<file path="src/rtl/pipe_ctrl_pkg.sv">
// Shared opcodes, FSM states and the control-output bundle for the pipeline sequencer.
// Pure definitions: no latency, no backpressure.
package pipe_ctrl_pkg;

  localparam logic [4:0] OP_NOP   = 5'd0;
  localparam logic [4:0] OP_LOAD  = 5'd3;
  localparam logic [4:0] OP_STORE = 5'd7;
  localparam int         REG_ZERO = 0;

  typedef enum logic [0:0] {
    RUN      = 1'b0,
    MEM_WAIT = 1'b1
  } ctrlState_t;

  typedef struct packed {
    logic pcEn;
    logic enIfid;
    logic enIdex;
    logic enExmem;
    logic enMemwb;
    logic flushIfid;
    logic flushIdex;
    logic memReq;
  } ctrlOut_t;

  // Every stage advances, no bubbles; caller chooses whether memory is being driven.
  function automatic ctrlOut_t ctrlAdvance(input logic memReq);
    ctrlOut_t c;
    c.pcEn      = 1'b1;
    c.enIfid    = 1'b1;
    c.enIdex    = 1'b1;
    c.enExmem   = 1'b1;
    c.enMemwb   = 1'b1;
    c.flushIfid = 1'b0;
    c.flushIdex = 1'b0;
    c.memReq    = memReq;
    return c;
  endfunction

endpackage

</file>
<file path="src/rtl/hazard_detect.sv">
// Load-use detector: decode reads a register the load in ID/EX has not yet produced.
// Combinational, zero latency; no flow control of its own.
module hazard_detect
  import pipe_ctrl_pkg::*;
#(
  parameter int REG_W = 9
) (
  input  logic             idValid,
  input  logic             exIsLoad,
  input  logic [REG_W-1:0] exRd,
  input  logic [REG_W-1:0] idRs1,
  input  logic [REG_W-1:0] idRs2,
  output logic             loadUse
);

  logic rdLive;
  logic rsMatch;

  // Writes to the zero register never create a dependency.
  assign rdLive  = (exRd != REG_W'(REG_ZERO));
  assign rsMatch = (exRd == idRs1) | (exRd == idRs2);
  assign loadUse = idValid & exIsLoad & rdLive & rsMatch;

endmodule

</file>
<file path="src/rtl/pipeline_ctrl.sv">
// Stall/flush sequencer for the 5-stage pipeline: Mealy enables/flushes, 0-cycle latency.
// Memory not ready freezes every stage until completion or timeout; load-use inserts one bubble.
module pipeline_ctrl
  import pipe_ctrl_pkg::*;
#(
  parameter int OP_W    = 5,
  parameter int REG_W   = 9,
  parameter int TIMEOUT = 16,
  parameter int CNT_W   = 16
) (
  input  logic             clk,
  input  logic             rst,
  input  logic             id_valid,
  input  logic [REG_W-1:0] id_rs1,
  input  logic [REG_W-1:0] id_rs2,
  input  logic [OP_W-1:0]  ex_opcode,
  input  logic [REG_W-1:0] ex_rd,
  input  logic             ex_branch_taken,
  input  logic [OP_W-1:0]  mem_opcode,
  input  logic             mem_ready,
  output logic             mem_req,
  output logic             pc_en,
  output logic             en_ifid,
  output logic             en_idex,
  output logic             en_exmem,
  output logic             en_memwb,
  output logic             flush_ifid,
  output logic             flush_idex,
  output logic             mem_err,
  output logic [CNT_W-1:0] stall_cnt
);

  localparam int                WAIT_W    = $clog2(TIMEOUT + 1);
  localparam logic [WAIT_W-1:0] WAIT_LAST = WAIT_W'(TIMEOUT - 1);

  ctrlState_t        state;
  ctrlState_t        stateNext;
  logic [WAIT_W-1:0] waitCnt;
  logic [WAIT_W-1:0] waitCntNext;
  logic              memErrSet;
  logic              isMem;
  logic              exIsLoad;
  logic              loadUse;
  logic              waitDone;
  ctrlOut_t          ctl;

  assign isMem    = (mem_opcode == OP_W'(OP_LOAD)) | (mem_opcode == OP_W'(OP_STORE));
  assign exIsLoad = (ex_opcode == OP_W'(OP_LOAD));
  assign waitDone = mem_ready | (waitCnt == WAIT_LAST);

  hazard_detect #(
    .REG_W (REG_W)
  ) uHazard (
    .idValid  (id_valid),
    .exIsLoad (exIsLoad),
    .exRd     (ex_rd),
    .idRs1    (id_rs1),
    .idRs2    (id_rs2),
    .loadUse  (loadUse)
  );

  always_comb begin
    ctl         = '0;
    stateNext   = state;
    waitCntNext = waitCnt;
    memErrSet   = 1'b0;

    // Reset gates the Mealy outputs directly so an aborted access drops mem_req at once.
    if (!rst) begin
      unique case (state)
        RUN: begin
          if (isMem && !mem_ready) begin
            ctl.memReq  = 1'b1;
            stateNext   = MEM_WAIT;
            waitCntNext = WAIT_W'(1);
          end else begin
            ctl = ctrlAdvance(isMem);
            if (ex_branch_taken) begin
              ctl.flushIfid = 1'b1;
              ctl.flushIdex = 1'b1;
            end else if (loadUse) begin
              ctl.pcEn      = 1'b0;
              ctl.enIfid    = 1'b0;
              ctl.flushIdex = 1'b1;
            end
          end
        end

        MEM_WAIT: begin
          ctl.memReq = 1'b1;
          if (waitDone) begin
            // Load-use is deliberately not checked here; RUN re-evaluates it next cycle.
            ctl = ctrlAdvance(1'b1);
            if (ex_branch_taken) begin
              ctl.flushIfid = 1'b1;
              ctl.flushIdex = 1'b1;
            end
            memErrSet   = ~mem_ready;
            stateNext   = RUN;
            waitCntNext = '0;
          end else begin
            waitCntNext = waitCnt + WAIT_W'(1);
          end
        end

        default: begin
          stateNext   = RUN;
          waitCntNext = '0;
        end
      endcase
    end
  end

  always_ff @(posedge clk or posedge rst) begin
    if (rst) begin
      state     <= RUN;
      waitCnt   <= '0;
      mem_err   <= 1'b0;
      stall_cnt <= '0;
    end else begin
      state   <= stateNext;
      waitCnt <= waitCntNext;
      if (memErrSet) begin
        mem_err <= 1'b1;
      end
      if (!ctl.pcEn && (stall_cnt != '1)) begin
        stall_cnt <= stall_cnt + CNT_W'(1);
      end
    end
  end

  assign pc_en      = ctl.pcEn;
  assign en_ifid    = ctl.enIfid;
  assign en_idex    = ctl.enIdex;
  assign en_exmem   = ctl.enExmem;
  assign en_memwb   = ctl.enMemwb;
  assign flush_ifid = ctl.flushIfid;
  assign flush_idex = ctl.flushIdex;
  assign mem_req    = ctl.memReq;

endmodule

</file>
<file path="config.mk">
export PLATFORM = sky130hd
export DESIGN_NAME = pipeline_ctrl
export DESIGN_NICKNAME = d
export VERILOG_FILES = /design/src/rtl/pipe_ctrl_pkg.sv /design/src/rtl/hazard_detect.sv /design/src/rtl/pipeline_ctrl.sv
export SDC_FILE = /design/constraint.sdc
export NUM_CORES = 1
export LEC_CHECK = 0
export ABC_AREA = 1
export BUFFER_PORTS_ARGS = -buffer_cell sky130_fd_sc_hd__buf_2
export CAP_MARGIN = 20
export CORE_ASPECT_RATIO = 0.5
export CORE_UTILIZATION = 25
export DETAILED_ROUTE_END_ITERATION = 6
export MAX_ROUTING_LAYER = met4
export PLACE_DENSITY_LB_ADDON = 0.08
export RECOVER_POWER = 50
export SLEW_MARGIN = 20
export SYNTH_ARGS = -nofsm -noshare
export SYNTH_HDL_FRONTEND = slang
export SYNTH_SLANG_ARGS = --single-unit
</file>
<file path="constraint.sdc">
create_clock -name clk -period 3.5 [get_ports clk]
set_input_delay 0.35 -clock clk [delete_from_list [all_inputs] [get_ports clk]]
set_output_delay 0.35 -clock clk [all_outputs]
set_load 0.03 [all_outputs]
</file>
==> results of run 1 <==
[cells by family after synthesis]
group | Yosys count
xor gates and xnor gates | 26
DFF | 23
adders and majority gates | 3
buffers and inverters | 38
and+or+nand+nor | 147
AOI/OAI and AO/OA | 11
[area by class of cell]
class / instances / area (µm²) / area share (%)
multi-input combinational: 187 / 1002 / 45.41
sequential: 23 / 575.6 / 26.08
timing repair buffer: 67 / 321.6 / 14.57
tap: 92 / 115.1 / 5.215
inverter: 30 / 112.6 / 5.102
clock buffer: 3 / 75.07 / 3.401
clock inverter: 1 / 5.005 / 0.2268
[power by group through the flow]
stage | Clock, mW | Combinational, mW | Sequential (mW)
after detailed placement | 0 | 0.294 | 0.363
after global placement | 0 | 0.295 | 0.363
after CTS | 0.263 | 0.295 | 0.359
after global routing | 0.273 | 0.325 | 0.366
final | 0.253 | 0.285 | 0.359
after floorplan | 0 | 0.164 | 0.400
[per-layer routing]
layer | vias to the layer above | global-route usage, %
met5 | - | -
met4 | 0 | 1.607
met1 | 764 | 16.45
met2 | 49 | 22.58
met3 | 0 | 2.778
li1 | 918 | -
[through the flow]
stage          power [mW]  instances  hold WS, ps  setup slack, ps
2_1_floorplan      0.5642        248        368.7            551.2
3_3_place_gp       0.6571        399        434.7             1045
3_5_place_dp       0.6573        399        438.9            999.7
4_1_cts            0.9172        403        155.3            735.0
5_1_grt            0.9644        403        220.6            547.2
6_report           0.8968        403        174.5            773.1
[worst max-delay path: stages, from the launching register on]
cell and delay (ps):
dfrtp_1 400, ha_1 220, nand2_1 80, nor2_1 50, ha_1 180, nor2_1 140
inv_1 70, nor2_1 190, o21bai_1 170, nor2_1 120, nand2_2 230, inv_1 80
buf_2 180
[registers in the layout, indices dropped and copies added, names as in the netlist]
register and count:
stall_cnt 16, waitCnt 5, mem_err 1, state 1
[Yosys cell counts]
master	instances
a21oi_1	2
nand3_2	1
nand3_1	27
xnor2_1	14
nand2_2	1
dfrtp_1	23
nor4_1	3
nor2_1	22
buf_2	3
clkbuf_1	1
o21ai_0	4
xor2_1	12
buf_4	3
nor3b_1	1
inv_1	30
ha_1	3
nor3_1	6
o41ai_1	1
nand4_1	6
a22oi_1	1
buf_6	1
nand2_1	75
nand2_4	1
nor2_4	1
a31o_2	2
nor2_2	1
o21bai_1	1
nor2b_1	1
nand4_4	1
[worst min-delay path by stage]
stage / startpoint / endpoint / slack [ps] / cells after the start
detailed placement: rst / state$_DFFE_PP0N_ / 440 / 2
CTS: rst / state$_DFFE_PP0N_ / 160 / 2
finish: rst / state$_DFFE_PP0N_ / 170 / 2
global route: rst / state$_DFFE_PP0N_ / 220 / 2
floorplan: rst / mem_err$_DFFE_PP0P_ / 370 / 1
global placement: rst / state$_DFFE_PP0N_ / 430 / 2
==> summary.txt, run 1 <==
Setup path
  – Crit path to: en_ifid
  – Reg2reg end: stall_cnt[8]$_DFFE_PP0P_
  – WP data arrival: 2380 ps
  – Reg2Reg Setup Slack: 1020 ps
  – Data required, critical path: 3150 ps
  – Worst r2r src: waitCnt[0]$_DFFE_PP0P_
  – Critical Path Start: waitCnt[0]$_DFFE_PP0P_
  – CP max FO: 11
  – Reg2reg path depth: 14
  – Setup crit start kind: register
  – CP endpoint kind: output pin
  – WS Path Type: reg -> out

Synthesis
  – #FFs+latches synth: 23
  – Syn_nets: 293
  – Synth Area per Inst: 7.028 µm²
  – Mux share of post-synthesis cell area: 0%
  – Mapped Cells: 248
  – Syn. warnings: 0
  – Adder-Cell Fraction of Synth Area: 2.154%
  – Main combinational cell family by area after synthesis: simple AND/OR/NAND/NOR gates
  – Synth Area in XOR/XNOR: 13.07%
  – Synth top area share: 33.02%
  – Count of different cell masters after synthesis: 29
  – Seq/Total Area, Yosys: 33.02%
  – Synthesized area: 0.001743 mm²
  – Simple-gate share of the synthesized area: 38.19%
  – Compound-cell area share of the yosys netlist: 4.092%
  – Synth top area cells: dfrtp_1 (33%), nand2_1 (16%), nand3_1 (7.8%), xnor2_1 (7.0%), inv_1 (6.5%)
  – Area leader, netlist: dfrtp_1

Power and ir drop
  – Switching pwr: 0.3409 mW
  – Leakage: 1.138 nW
  – Clk pwr share: 28.2%
  – PwrDens: 406.3 mW/mm²
  – Sw Ratio: 38.01%
  – Worst VDD drop: 0.0001567 V
  – Int Power: 0.5560 mW
  – Sequential share of power: 40.1%
  – Gate power share: 31.8%

Detailed routing
  – Total Wirelength: 4380 µm
  – Initial drt markers: 58
  – Vias/cell: 4.295
  – Vias post-DR: 1,731
  – Wire length on met2: 1958 µm
  – Length of routed wiring on met1: 2143 µm
  – DRC: 0
  – DRT Pass-1 Iters: 7
  – WL met3: 278 µm
  – Post-DR wirelength/cell: 10.87 µm
  – Antenna-violating nets left: 0
  – Highest metal used: met3

Final layout
  – Final Net Count: 357
  – Fin area: 0.002207 mm²
  – Layout fillers: 743
  – Core Util, Final: 32.94%
  – Area growth syn-to-layout: 26.63%
  – Layout cells sized above 1: 21.22%
  – Commonest cells after routing, fill and taps aside: nand2_1 (75), buf_2 (53), inv_1 (30)
  – Commonest non-fill, non-tap cell in the layout: nand2_1
  – # diodes: 0

Global route
  – Initial antenna violation count: 0
  – First-pass GRT wire length: 7424 µm
  – Pin count of the biggest net entering global routing: 17
  – Vias in the first global route: 1,655
  – GRT Residual Overflow: 0
  – Global Route Usage Sum: 13.07%

Die
  – Die area: 0.007330 mm²
  – Die H: 61.04 µm
  – Core Region: 0.006700 mm²
  – Initial core utilization: 26.01%
  – I/O Pins: 67
  – Row count: 21
  – Die X: 120.1 µm

CTS
  – CTS tree: done
  – CTS max path bufs: 2
  – Num Clock Sinks: 23
  – CTS-repair resized insts: 0
  – CTS H-tree depth: 1
  – Root Driver: clkbuf_16
  – Worst skew pair latency: 260 ps
  – Clock transition at the registers of the reported paths: 60 ps
  – Inserted Clock Buffers: 3
  – Post-CTS Setup Repair Bufs: 0
  – CTS Hold Bufs: 0

Job
  – Max Cap Violations: 0

STA
  – Minimum clock period: 2727 ps
  – Slew @ Worst Pin: 776.9 ps
  – Setup Viol. Count Final: 0
  – Max Freq: 366.7 MHz
  – Clock Skew: 2.762 ps
  – Setup TNS: 0 ps
  – Crit share post-route: 77.91%
  – Unrepaired setup endpoints after global routing: false
  – Pins Over Slew Limit: 0
  – Final Hold Vio Count: 0
  – Slew margin rel.: 48.21%

Outcome
  – Status: finished clean

Placed design
  – Placement Cell Area: 0.002146 mm²
  – # port buffers: 65
  – DPL Wire Length: 3452 µm
  – Final Wtd Congestion: 0.7638

Min path
  – Hold Path Class: in -> async
(Power assumes the default switching activity.)
==> run 2, diff against run 1 <==
--- a/config.mk
+++ b/config.mk
@@ -5,7 +5,7 @@
 export SDC_FILE = /design/constraint.sdc
 export NUM_CORES = 1
 export LEC_CHECK = 0
-export ABC_AREA = 1
+export ABC_AREA = 0
 export BUFFER_PORTS_ARGS = -buffer_cell sky130_fd_sc_hd__buf_2
 export CAP_MARGIN = 20
 export CORE_ASPECT_RATIO = 0.5
==> constraint.sdc (replaced) <==
create_clock -name clk -period 2.36 [get_ports clk]
set_input_delay 0.236 -clock clk [delete_from_list [all_inputs] [get_ports clk]]
set_output_delay 0.236 -clock clk [all_outputs]
set_load 0.03 [all_outputs]
==> summary.txt, run 2 <==
Final layout
  – Final std cells w/o fill: 324 (-20%)
  – Layout fillers: 583 (-22%)
  – Largest registers: stall_cnt (16), waitCnt (5)
  – Flip-flop count of the largest register after layout: 16 (unchanged)
  – Core Util, Final: 37.67% (+4.7 points)
  – Commonest cells after routing, fill and taps aside: buf_2 (51), xnor2_1 (26), dfrtp_1 (23)
  – Reg with most FFs: stall_cnt
  – Layout cells sized above 1: 36.67% (+15 points)
  – Area growth syn-to-layout: 39.00%
  – # diodes: 0 (unchanged)
  – Commonest non-fill, non-tap cell in the layout: buf_2
  – Final Net Count: 286 (-20%)
  – Fin area: 0.002158 mm² (-2.2%)

Placed design
  – # port buffers: 65 (unchanged)
  – Number of cells after detailed placement: 316 (-21%)
  – Placement Cell Area: 0.002044 mm² (-4.7%)
  – DPL Wire Length: 3311 µm (-4.1%)
  – Final Wtd Congestion: 0.7349 (-3.8%)

Detailed routing
  – Vias/cell: 4.559 (+6.1%)
  – DRT Pass-1 Iters: 4 (-3)
  – Post-DR wirelength/cell: 12.43 µm (+14%)
  – Antenna-violating nets left: 0 (unchanged)
  – Vias post-DR: 1,477 (-15%)
  – Total Wirelength: 4028 µm (-8.0%)
  – DRC: 0 (unchanged)
  – Initial drt markers: 69 (+19%)

Global route
  – GRT Residual Overflow: 0 (unchanged)
  – Vias in the first global route: 1,429 (-14%)
  – Initial antenna violation count: 0 (unchanged)
  – Global Route Usage Sum: 13.76% (+0.69 points)
  – First-pass GRT wire length: 6886 µm (-7.2%)
  – Pin count of the biggest net entering global routing: 14 (-3)

Synthesis
  – #FFs+latches synth: 23 (unchanged)
  – Mapped Cells: 159 (-36%)
  – Synthesized area: 0.001553 mm² (-11%)
  – Synth Area per Inst: 9.766 µm² (+39%)
  – Syn. warnings: 0 (unchanged)
  – Most used flip-flop cell after synthesis: dfrtp_1
  – Syn_nets: 204 (-30%)
  – Post-synth EDFFs: 0 (unchanged)
  – Most common cell in the netlist: xnor2_1
  – Synth top area cells: dfrtp_1 (37%), xnor2_1 (15%), xor2_1 (3.4%), nand3_1 (3.2%), o211ai_2 (3.2%)
  – Synth top area share: 37.07% (+4.0 points)
  – Seq/Total Area, Yosys: 37.07% (+4.0 points)
  – FFs w/ async S/R, synth: 100.0% (unchanged)
  – Area leader, netlist: dfrtp_1
  – Synth top cells by count: xnor2_1 (26), dfrtp_1 (23), nand2_1 (10), nand3_1 (10), nor2_1 (8)
  – Count of different cell masters after synthesis: 41 (+41%)

Job
  – Max Cap Violations: 0 (unchanged)

Setup path
  – WP data arrival: 2030 ps (-350 ps)
  – CP endpoint kind: output pin
  – Crit path to: flush_idex
  – Reg2Reg Setup Slack: 160 ps (-860 ps)
  – Reg2reg path depth: 9 (-5)
  – WS Path Type: reg -> out
  – CP max stage delay: 400 ps (about the same)
  – Setup crit start kind: register
  – CP max FO: 3 (-8)
  – Data required, critical path: 2120 ps (-1030 ps)
  – Reg2reg end: stall_cnt[1]$_DFFE_PP0P_
  – Critical Path Slowest Stage Cell: dfrtp_1
  – Worst r2r src: waitCnt[1]$_DFFE_PP0P_
  – Crit path cell chain: ha_2, and3_4, ha_2, nand2b_4, o21a_1, o21ai_2, buf_4, o32ai_1, buf_4
  – Critical Path Start: waitCnt[1]$_DFFE_PP0P_

Power and ir drop
  – Leakage: 0.8935 nW (-22%)
  – Worst VDD drop: 0.0003007 V (+92%)
  – PwrDens: 702.7 mW/mm² (+73%)

Die
  – Die X: 113.5 µm (-5.5%)
  – Initial core utilization: 27.10% (+1.1 points)
  – I/O Pins: 67 (unchanged)
  – Core Region: 0.005729 mm² (-14%)
  – Die H: 57.73 µm (-5.4%)
  – Row count: 19 (-9.5%)
  – Die area: 0.006549 mm² (-11%)

CTS
  – Root Driver: clkbuf_16
  – Worst skew pair latency: 260 ps (about the same)
  – Clock transition at the registers of the reported paths: 60 ps (about the same)
  – CTS max path bufs: 2 (unchanged)
  – CTS tree: done
  – Inserted Clock Buffers: 3 (unchanged)
  – Num Clock Sinks: 23 (unchanged)
  – CTS H-tree depth: 1 (unchanged)

STA
  – Setup TNS: 0 ps (unchanged)
  – Clock Skew: 4.106 ps (+1.344 ps)
  – Setup Viol. Count Final: 0 (unchanged)
  – Hold WS: 288.0 ps (+113.5 ps)
  – Minimum clock period: 2268 ps
  – Slew margin rel.: 51.63% (+3.4 points)
  – Pins Over Slew Limit: 0 (unchanged)
  – Crit share post-route: 96.11%
  – Slew @ Worst Pin: 725.6 ps (-51.29 ps)
  – Final Hold Vio Count: 0 (unchanged)
  – Max Freq: 440.9 MHz

Outcome
  – Status: finished clean

Min path
  – Hold Path Class: in -> reg
## run 2: area by class of cell
cell class	count	area, µm²	share of cell area (%)
clock buffers	4	78.83	3.652
inverters	7	26.28	1.217
multi-input cells	124	938.4	43.48
flip-flops and latches	23	575.6	26.67
well taps	84	105.1	4.870
repair buffers	82	434.2	20.12
## run 2: per-layer routing
| layer | vias up | part of all wire [%] | GRT usage (%) |
|---|---|---|---|
| met5 | - | 0 | - |
| met4 | 0 | 0.92 | 3.383 |
| met3 | 4 | 5.4 | 2.824 |
| met2 | 42 | 43 | 21.03 |
| met1 | 677 | 50 | 18.75 |
| li1 | 754 | - | - |
## run 2: power by group
group	leakage (nW)	switching [mW]	total (mW)	internal (mW)
logic	0.563	0.354	0.566	0.212
clock network	0.0382	0.140	0.371	0.231
registers	0.292	0.104	0.580	0.476
## run 2: kinds of logic after synthesis
family,count (synthesis),synth area share (%)
and+or+nand+nor,54,19.10
AOI/OAI and AO/OA,33,17.73
xor gates and xnor gates,32,18.05
DFF,23,37.07
adders and majority gates,3,2.418
buffers and inverters,12,4.189
muxes,2,1.450
## run 2: worst min-delay path by stage
| stage | startpoint | end | slack, ps | cells past startpoint |
|---|---|---|---|---|
| 2_1_floorplan | rst | mem_err$_DFFE_PP0P_ | 260 | 1 |
| 3_3_place_gp | rst | mem_err$_DFFE_PP0P_ | 230 | 2 |
| 3_5_place_dp | rst | mem_err$_DFFE_PP0P_ | 220 | 2 |
| 4_1_cts | mem_ready | waitCnt[4]$_DFFE_PP0P_ | 270 | 2 |
| 5_1_grt | mem_ready | waitCnt[4]$_DFFE_PP0P_ | 270 | 2 |
| 6_report | mem_ready | waitCnt[4]$_DFFE_PP0P_ | 290 | 2 |
## run 2: worst max-delay path: cells and delay by family, from the launching register on
family / cells / cell delay [ps]
fa+ha+maj: 2 / 380
simple gates: 2 / 310
buf+inv: 2 / 330
compound gates: 3 / 360
flops: 1 / 400
## run 2: metrics by stage
| stage | setup slack (ps) | power, mW |
|---|---|---|
| 2_1_floorplan | 28.98 | 0.9506 |
| 3_3_place_gp | 125.0 | 1.149 |
| 3_5_place_dp | 92.81 | 1.155 |
| 4_1_cts | 5.313 | 1.542 |
| 5_1_grt | -8.187 | 1.616 |
| 6_report | 91.74 | 1.517 |
## run 2: timing repair
action	in CTS	in global routing
buffers inserted	0	3
hold buffers	1	0
endpoints found under the hold margin	3	0
setup endpoints to repair	0	8
gates resized for setup	0	6
